File: config.mk
export PLATFORM = sky130hd
export DESIGN_NAME = ro_config_sweeper
export DESIGN_NICKNAME = d
export VERILOG_FILES = /design/src/rtl/ro_config_sweeper.sv
export SDC_FILE = /design/constraint.sdc
export NUM_CORES = 1
export LEC_CHECK = 0
export ABC_AREA = 1
export BUFFER_PORTS_ARGS = -buffer_cell sky130_fd_sc_hd__buf_4
export CAP_MARGIN = 15
export CORE_ASPECT_RATIO = 1.75
export CORE_UTILIZATION = 54
export CTS_CLUSTER_SIZE = 16
export DETAILED_ROUTE_END_ITERATION = 8
export PLACE_DENSITY = 0.84
export RECOVER_POWER = 50
export SETUP_SLACK_MARGIN = 0.2
export SYNTH_ARGS = -nofsm -noshare
export SYNTH_HDL_FRONTEND = slang
export SYNTH_SLANG_ARGS = --single-unit
File: constraint.sdc
create_clock -name clk -period 1.9 [get_ports clk]
set_input_delay 0.095 -clock clk [delete_from_list [all_inputs] [get_ports clk]]
set_output_delay 0.095 -clock clk [all_outputs]
set_load 0.005 [all_outputs]
File: src/rtl/ro_config_sweeper.sv
// ---------------------------------------------------------------------------
// ro_config_sweeper
//
// Searches the stage-select space of two matched ring oscillators (A and B)
// for a configuration whose coherent-sampling beat count falls inside an
// acceptance window. The configuration index idx is walked from 0 upward.
// For each idx the rings are given SETTLE_CYC cycles to settle. One
// measurement is then requested, and the returned count is checked against
// [cnt_min, cnt_max]. The first accepted idx is held (locked). If every idx
// is rejected, the sweep ends in fail with the all-ones idx held.
//
// Ports
//   clk         single clock
//   rst         synchronous, active-high reset
//   start       single-cycle sweep request (ignored while busy)
//   meas_cnt    count from the coherent-sampling counter
//   meas_done   single-cycle pulse; meas_cnt is valid in the same cycle
//   cnt_min     inclusive lower bound of the acceptance window
//   cnt_max     inclusive upper bound of the acceptance window
//   sel_a       ring A stage selects (stage k on bits [2k+1:2k]) = idx low half
//   sel_b       ring B stage selects = idx high half
//   meas_start  single-cycle measurement request (first cycle of MEAS)
//   result_cnt  last captured count (all-ones after a measurement timeout)
//   busy        sweep in progress
//   locked      accepted configuration is held
//   fail        whole space exhausted without acceptance
// ---------------------------------------------------------------------------
module ro_config_sweeper #(
   parameter int NSTAGES     = 3,
   parameter int CNT_W       = 16,
   parameter int SETTLE_CYC  = 16,
   parameter int TIMEOUT_CYC = 65535
) (
   input  logic                   clk,
   input  logic                   rst,
   input  logic                   start,
   input  logic [CNT_W-1:0]       meas_cnt,
   input  logic                   meas_done,
   input  logic [CNT_W-1:0]       cnt_min,
   input  logic [CNT_W-1:0]       cnt_max,
   output logic [2*NSTAGES-1:0]   sel_a,
   output logic [2*NSTAGES-1:0]   sel_b,
   output logic                   meas_start,
   output logic [CNT_W-1:0]       result_cnt,
   output logic                   busy,
   output logic                   locked,
   output logic                   fail
);

   localparam int SEL_W = 2 * NSTAGES;
   localparam int IDX_W = 4 * NSTAGES;
   localparam int SET_W = (SETTLE_CYC  > 1) ? $clog2(SETTLE_CYC + 1)  : 1;
   localparam int TMO_W = (TIMEOUT_CYC > 1) ? $clog2(TIMEOUT_CYC + 1) : 1;

   // Terminal values of the settle and timeout counters: a counter that
   // starts at 0 and stops at N-1 spans exactly N cycles.
   localparam logic [SET_W-1:0] SETTLE_LAST = SET_W'(SETTLE_CYC - 1);
   localparam logic [TMO_W-1:0] TMO_LAST    = TMO_W'(TIMEOUT_CYC - 1);

   typedef enum logic [2:0] {
      S_IDLE,
      S_APPLY,
      S_MEAS,
      S_EVAL,
      S_LOCK,
      S_FAIL
   } state_t;

   state_t             state_q,      state_d;
   logic [IDX_W-1:0]   idx_q,        idx_d;
   logic [SET_W-1:0]   settle_q,     settle_d;
   logic [TMO_W-1:0]   tmo_q,        tmo_d;
   logic               timeout_q,    timeout_d;
   logic               meas_start_q, meas_start_d;
   logic [CNT_W-1:0]   result_q,     result_d;
   logic               busy_q,       busy_d;
   logic               locked_q,     locked_d;
   logic               fail_q,       fail_d;

   // Unsigned inclusive window test. An inverted window (lo > hi) cannot
   // satisfy both bounds, so it naturally accepts nothing.
   function automatic logic in_window(input logic [CNT_W-1:0] val,
                                      input logic [CNT_W-1:0] lo,
                                      input logic [CNT_W-1:0] hi);
      return (val >= lo) && (val <= hi);
   endfunction

   always_comb begin
      state_d      = state_q;
      idx_d        = idx_q;
      settle_d     = settle_q;
      tmo_d        = tmo_q;
      timeout_d    = timeout_q;
      meas_start_d = 1'b0;
      result_d     = result_q;
      busy_d       = busy_q;
      locked_d     = locked_q;
      fail_d       = fail_q;

      case (state_q)
         S_IDLE, S_LOCK, S_FAIL: begin
            if (start) begin
               state_d   = S_APPLY;
               idx_d     = '0;
               settle_d  = '0;
               tmo_d     = '0;
               timeout_d = 1'b0;
               locked_d  = 1'b0;
               fail_d    = 1'b0;
               busy_d    = 1'b1;
            end
         end

         S_APPLY: begin
            if (settle_q == SETTLE_LAST) begin
               // meas_start is registered, so it rises with the first MEAS cycle.
               state_d      = S_MEAS;
               settle_d     = '0;
               tmo_d        = '0;
               meas_start_d = 1'b1;
            end else begin
               settle_d = settle_q + SET_W'(1);
            end
         end

         S_MEAS: begin
            if (meas_done) begin
               result_d  = meas_cnt;
               timeout_d = 1'b0;
               state_d   = S_EVAL;
            end else if (tmo_q == TMO_LAST) begin
               result_d  = '1;
               timeout_d = 1'b1;
               state_d   = S_EVAL;
            end else begin
               tmo_d = tmo_q + TMO_W'(1);
            end
         end

         S_EVAL: begin
            if (!timeout_q && in_window(result_q, cnt_min, cnt_max)) begin
               state_d  = S_LOCK;
               locked_d = 1'b1;
               busy_d   = 1'b0;
            end else if (&idx_q) begin
               // Last configuration rejected: stop here rather than wrap to 0.
               state_d = S_FAIL;
               fail_d  = 1'b1;
               busy_d  = 1'b0;
            end else begin
               state_d  = S_APPLY;
               idx_d    = idx_q + IDX_W'(1);
               settle_d = '0;
            end
         end

         default: begin
            state_d = S_IDLE;
         end
      endcase
   end

   always_ff @(posedge clk) begin
      if (rst) begin
         state_q      <= S_IDLE;
         idx_q        <= '0;
         settle_q     <= '0;
         tmo_q        <= '0;
         timeout_q    <= 1'b0;
         meas_start_q <= 1'b0;
         result_q     <= '0;
         busy_q       <= 1'b0;
         locked_q     <= 1'b0;
         fail_q       <= 1'b0;
      end else begin
         state_q      <= state_d;
         idx_q        <= idx_d;
         settle_q     <= settle_d;
         tmo_q        <= tmo_d;
         timeout_q    <= timeout_d;
         meas_start_q <= meas_start_d;
         result_q     <= result_d;
         busy_q       <= busy_d;
         locked_q     <= locked_d;
         fail_q       <= fail_d;
      end
   end

   // idx_q is a register, so the selects come straight from flops.
   assign sel_a      = idx_q[SEL_W-1:0];
   assign sel_b      = idx_q[IDX_W-1:SEL_W];
   assign meas_start = meas_start_q;
   assign result_cnt = result_q;
   assign busy       = busy_q;
   assign locked     = locked_q;
   assign fail       = fail_q;

endmodule

==> results of run 1 <==
## worst max-delay path by stage
stage	depth (start not counted)	slack [ns]	endpoint
final	12	-0.33	settle_q[4]
after global routing	12	-0.41	settle_q[4]
after CTS	12	0.00009	busy
after detailed placement	12	-0.1	idx_q[8]
after global placement	11	-0.07	settle_q[4]
after floorplan	13	0.17	idx_q[0]
## worst min-delay path, stage by stage
cell      delay (ns)
buf_4           0.08
o221ai_1        0.11
inv_1           0.06
## cell usage after synthesis, drive strengths merged
| cell | instances |
|---|---|
| o21ai | 12 |
| o21a | 2 |
| a2bb2oi | 1 |
| dfxtp | 57 |
| a21oi | 35 |
| a41o | 1 |
| o221ai | 16 |
| nor3 | 14 |
| ha | 36 |
| nand3 | 33 |
| nand4 | 27 |
| o31ai | 1 |
| inv | 120 |
| buf | 7 |
| or2 | 3 |
| a211oi | 1 |
| xnor2 | 2 |
| nor2 | 59 |
| o211ai | 1 |
| nand2 | 139 |
| clkbuf | 11 |
| a31o | 1 |
| xor2 | 6 |
## registers in the layout (all words and copies together) (netlist names)
signal and cells:
settle_q 5, locked 1, state_q 3, busy 1, fail 1, timeout_q 1
idx_q 12, meas_start 1, result_cnt 16, tmo_q 16
## repair_timing
action                                  in CTS  in global routing
resized for setup                           78                 87
setup buffers                               12                 11
pin swaps                                   12                 44
gates cloned                                 4                  1
endpoints found under the setup margin      38                 44
## kinds of logic (layout without fill, tap and decap cells)
group,after synthesis,after routing,share of synthesized area
buffers and inverters,138,278,0.142
xor gates and xnor gates,8,8,0.0181
and+or+nand+nor,275,277,0.314
adders and majority gates,36,36,0.117
AOI/OAI and AO/OA,71,71,0.114
DFF,57,57,0.295
## through the flow
stage	worst slack [ns]	total power, mW	hold WS [ns]
after floorplan	0.169	3.13	0.275
after global placement	-0.0669	3.78	0.368
after detailed placement	-0.0952	3.88	0.374
final	-0.326	6.66	0.0395
after global routing	-0.407	6.98	0.0626
after CTS	0.0000853	6.00	0.0359
## layer usage
metal  track usage  routed length [um]
met1         0.323                5090
met2         0.662                8150
met3        0.0870                1430
met4         0.268                1550
met5             0                   0
## power groups by stage
stage / sequential, mW / combinational (mW) / clock, mW
global placement: 1.61 / 2.17 / 0
CTS: 1.65 / 2.63 / 1.72
floorplan: 1.63 / 1.51 / 0
finish: 1.69 / 3.23 / 1.75
detailed placement: 1.62 / 2.26 / 0
global route: 1.70 / 3.49 / 1.79
## area by class of cell
class                   count  area (sq um)  area share
multi-input cells         392          2770       0.465
repair buffers            141          1110       0.187
clock inverters             6          82.6      0.0139
flip-flops and latches     57          1190       0.200
inverters                 120           458      0.0770
clock buffers              10           229      0.0385
well taps                  84           105      0.0177
repair inverters            1          6.26     0.00105
==> results.py, run 1 <==
metrics = {
    "outcome": {
        "run_status": "complete, but fails checks",
        "violations": "setup timing",
    },
    "placed_design": {
        "placed_area_sq_um": 4760,
        "dp_hpwl_um": 8110,
        "gp_congestion": 0.926,
        "io_buffers": 83,
        "dp_cells": 767,
    },
    "power": {
        "clock_power_share": 0.262,
        "power_switching_mw": 2.75,
        "peakVddDrop_mv": 1.03,
        "p_per_area_nw_per_um2": 1120,
        "pwr-share-seq": 0.253,
        "p_comb_frac": 0.484,
        "intPower_mw": 3.91,
        "netSwitchingFraction": 0.412,
        "power.leakage_nw": 3.00,
    },
    "layout": {
        "area_delta_synth_final_pct": 53.9,
        "final_area_sq_um": 5950,
        "final_nets": 810,
        "drive_above_1_share": 0.414,
        "fin_util": 0.861,
        "fillCellCount": 336,
        "mostFrequentLayoutCells": "buf_4, inv_1, nand2_1",
        "final_common_cell": "buf_4",
        "antennaDiodeCount": 0,
        "fin_cells": 811,
    },
    "die": {
        "die-area_sq_um": 7510,
        "die_y_um": 114,
        "die_width_um": 66.0,
        "io_pins": 84,
        "core_sq_um": 6910,
        "start_util": 0.560,
        "rows": 40,
    },
    "worst_setup_path": {
        "cp_top_family": "simple AND/OR/NAND/NOR gates",
        "criticalPathCategory": "reg -> reg",
        "cp_common_cell": "nand2_1",
        "r2r_cells": 12,
        "worstPathMaxFanout": 8,
        "endpoint_kind": "flop",
        "r2r-start": "result_cnt[7]",
        "crit_chain": "ha_1 -> nand2_1 -> nor2_2 -> nand2_1 -> nand2_1 -> nand2_1 -> nand2_1 -> nand2_2 -> nand3_4 -> nand3_2 -> o21ai_1 -> inv_1",
        "cp-startpoint": "result_cnt[7]",
        "critical_path_buf_inv_count": 1,
        "worstPathArrival_ns": 2.45,
        "cp_data_required_time_ns": 2.12,
        "reg2reg_slack_ns": -0.33,
        "cp_slowest_stage_delay_ns": 0.36,
        "r2r_end": "settle_q[4]",
        "cp-start-kind": "flop",
        "cp_slowest_cell": "dfxtp_4",
    },
    "min_path": {
        "whs_endpoint": "result_cnt[4]",
        "whs_path_depth": 3,
        "holdCritStartpoint": "meas_cnt[4]",
        "min_path_type": "in -> reg",
    },
    "clock_tree": {
        "cts_tree": "built",
        "postCtsHoldBufs": 0,
        "clkTransAtPathRegs_ns": 0.06,
        "cts-root-buf": "clkbuf_16",
        "cts_buffers": 9,
        "htree_num_levels": 3,
        "cts_sinks": 57,
        "clk_latency_ns": 0.34,
        "cts.path.max_buffers": 2,
    },
    "routing": {
        "firstDrtPassIters": 7,
        "routed_via_density": 6.19,
        "wire_per_inst_um": 20.0,
        "initialDrtViolationCount": 594,
        "vias": 5024,
        "ant_nets": 0,
        "drc": 0,
        "wl_um": 16200,
    },
    "sta": {
        "period_needed_ns": 2.23,
        "slew_violations": 0,
        "worst_pin_slew_ns": 0.502,
        "period_share": 1.17,
        "fmax_mhz": 449,
        "relSlewSlack": 0.662,
        "fin_tns_setup_ns": -8.16,
        "final_hold_viol_count": 0,
        "finalSetupViolCount": 47,
        "clock_skew_ns": 0.00706,
        "rsz0062_at_grt": "true",
        "fin_ws_ns": -0.326,
    },
    "grt": {
        "grt_overflow": 0,
        "grt_pass1_wl_um": 20800,
        "grt_max_degree": 24,
        "grt.total_usage": 0.359,
        "antenna_found_initial": 0,
        "grt_pass1_vias": 4734,
    },
    "logic_synthesis": {
        "synth_nets": 673,
        "synth.top_cell.area_share": 0.295,
        "yosys.area.top_type": "dfxtp_1",
        "synth_cell_type_count": 35,
        "synthTopCellsByArea": "dfxtp_1, nand2_1, ha_1",
        "ys_seq_elements": 57,
        "ys_seq_area_frac": 0.295,
        "syn-cell-area_sq_um": 3860,
        "synthCells": 585,
        "avgSynthCellArea_sq_um": 6.61,
        "ys_warn_count": 0,
    },
    "flow_run": {
        "cap_violations": 0,
    },
}
(Power assumes the default switching activity.)
==> inputs of run 2 (changes only) <==
--- a/config.mk
+++ b/config.mk
@@ -6,13 +6,14 @@
 export NUM_CORES = 1
 export LEC_CHECK = 0
 export ABC_AREA = 1
-export BUFFER_PORTS_ARGS = -buffer_cell sky130_fd_sc_hd__buf_4
 export CAP_MARGIN = 15
 export CORE_ASPECT_RATIO = 1.75
 export CORE_UTILIZATION = 54
 export CTS_CLUSTER_SIZE = 16
 export DETAILED_ROUTE_END_ITERATION = 8
-export PLACE_DENSITY = 0.84
+export DONT_BUFFER_PORTS = 1
+export HOLD_SLACK_MARGIN = 0.06
+export PLACE_DENSITY = 0.74
 export RECOVER_POWER = 50
 export SETUP_SLACK_MARGIN = 0.2
 export SYNTH_ARGS = -nofsm -noshare
==> results.py, run 2 (same netlist as run 1, synthesis figures left out) <==
metrics = {
    "placed_design": {
        "placed_area_sq_um": 4240,
        "gp_congestion": 0.887,
        "io_buffers": 0,
        "dp_cells": 696,
        "dp_hpwl_um": 7600,
    },
    "routing": {
        "wire_per_inst_um": 18.4,
        "vias": 4569,
        "initialDrtViolationCount": 304,
        "drc": 0,
        "ant_nets": 0,
        "wl_um": 14100,
        "routed_via_density": 5.96,
        "firstDrtPassIters": 5,
    },
    "worst_setup_path": {
        "r2r_cells": 14,
        "worstPathMaxFanout": 8,
        "cp_top_family": "simple AND/OR/NAND/NOR gates",
        "cp-start-kind": "flop",
        "cp_slowest_stage_delay_ns": 0.34,
        "cp.depth": 14,
        "crit_chain": "ha_4 -> nand2_1 -> nand2_1 -> nand2_1 -> nand2_1 -> nand2_1 -> nand2_1 -> nand2_2 -> a21oi_4 -> nand3_4 -> clkbuf_16 -> nand4_1 -> nand2_1 -> nor2_1",
        "cp-startpoint": "result_cnt[1]",
        "cp_slowest_cell": "dfxtp_2",
        "cp_data_required_time_ns": 2.18,
        "endpoint_kind": "flop",
        "cp_common_cell": "nand2_1",
        "r2r-start": "result_cnt[1]",
        "worstPathArrival_ns": 2.31,
        "criticalPathCategory": "reg -> reg",
        "critical_path_buf_inv_count": 1,
    },
    "sta": {
        "rsz0062_at_grt": "true",
        "worst_pin_slew_ns": 0.866,
        "relSlewSlack": 0.421,
        "finalSetupViolCount": 21,
        "fmax_mhz": 494,
        "period_share": 1.07,
        "slew_violations": 0,
        "final_hold_viol_count": 0,
        "clock_skew_ns": 0.00875,
        "fin_ws_ns": -0.125,
        "period_needed_ns": 2.03,
    },
    "clock_tree": {
        "clk_latency_ns": 0.34,
        "cts_sinks": 57,
        "htree_num_levels": 3,
        "clkTransAtPathRegs_ns": 0.05,
        "cts.path.max_buffers": 2,
        "cts_buffers": 9,
        "cts_tree": "built",
        "cts-root-buf": "clkbuf_16",
    },
    "layout": {
        "fillCellCount": 418,
        "final_nets": 766,
        "final_area_sq_um": 5580,
        "area_delta_synth_final_pct": 44.3,
        "fin_util": 0.808,
        "antennaDiodeCount": 0,
        "final_common_cell": "inv_1",
        "mostFrequentLayoutCells": "inv_1, nand2_1, buf_4",
        "fin_cells": 767,
        "drive_above_1_share": 0.305,
    },
    "die": {
        "die_y_um": 114,
        "io_pins": 84,
        "start_util": 0.560,
        "rows": 40,
        "core_sq_um": 6910,
        "die-area_sq_um": 7510,
        "die_width_um": 66.0,
    },
    "power": {
        "netSwitchingFraction": 0.432,
        "peakVddDrop_mv": 1.06,
        "p_comb_frac": 0.493,
        "p_per_area_nw_per_um2": 1100,
        "power_switching_mw": 2.64,
        "pwr-share-seq": 0.272,
        "intPower_mw": 3.47,
        "power.leakage_nw": 2.75,
        "clock_power_share": 0.235,
        "finalPower_mw": 6.12,
    },
    "flow_run": {
        "cap_violations": 0,
    },
    "grt": {
        "antenna_found_initial": 0,
        "grt_overflow": 0,
        "grt_pass1_wl_um": 18600,
        "grt_pass1_vias": 4289,
        "grt.total_usage": 0.323,
        "grt_max_degree": 23,
    },
    "min_path": {
        "whs_path_depth": 3,
        "min_path_type": "in -> reg",
        "holdCritStartpoint": "rst",
    },
    "outcome": {
        "violations": "setup timing",
        "run_status": "complete, but fails checks",
    },
}
run 2: changes by cell type in the layout (fill, tap and decap cells not counted), sizes merged:
cell and change:
buf -68, dlygate4sd3 +23, clkbuf +3, bufinv -2
clkinv +2, clkinvlp -1, inv -1
run 2: area by class of cell:
| cell class | count | area [sq um] | area share |
|---|---|---|---|
| sequential | 57 | 1180 | 0.211 |
| multi-input combinational | 392 | 2720 | 0.488 |
| timing repair buffer | 97 | 848 | 0.152 |
| inverter | 120 | 463 | 0.0830 |
| clock inverter | 4 | 20.0 | 0.00359 |
| tap | 84 | 105 | 0.0188 |
| timing repair inverter | 1 | 8.76 | 0.00157 |
| clock buffer | 12 | 236 | 0.0424 |
run 2: power by group through the flow:
stage	logic (mW)	registers, mW	clock network (mW)
floorplan	1.51	1.63	0
global placement	1.93	1.63	0
detailed placement	1.98	1.63	0
CTS	2.35	1.64	1.43
global route	3.26	1.69	1.50
finish	3.01	1.66	1.44
run 2: metal layers:
layer	GRT usage	part of all wire	vias up
met5	0	0	-
met4	0.245	0.056	0
met3	0.0600	0.070	81
met2	0.606	0.54	256
met1	0.290	0.33	2153
li1	-	-	2079
run 2: stage by stage:
step	setup TNS (ns)	setup slack, ns	hold WS (ns)
floorplan	0	0.169	0.275
global placement	-0.0289	-0.00806	0.168
detailed placement	-0.600	-0.0746	0.171
CTS	0	0.0191	0.0890
global route	-6.12	-0.323	0.0797
finish	-2.13	-0.125	0.0604
run 2: path summary, 6_finish.rpt:
| kind | endpoint | slack [ns] |
|---|---|---|
| max | idx_q[2] | -0.13 |
| min | tmo_q[5] | 0.06 |
| max reg2reg | idx_q[2] | -0.13 |
| min reg2reg | tmo_q[8] | 0.48 |
run 2: tightest hold or removal path: cells and delay by family:
kind                   cells  cell delay (ns)
buffers and inverters      1             0.05
AO/OA/AOI/OAI              1             0.04
AND/OR/NAND/NOR            1             0.16
run 2: repair_timing:
item | CTS | global route
buffers inserted | 13 | 14
cloned | 2 | 3
pin swaps | 17 | 37
endpoints found under the hold margin | 42 | 0
hold buffers | 23 | 0
resized for setup | 54 | 97
endpoints found under the setup margin | 39 | 55
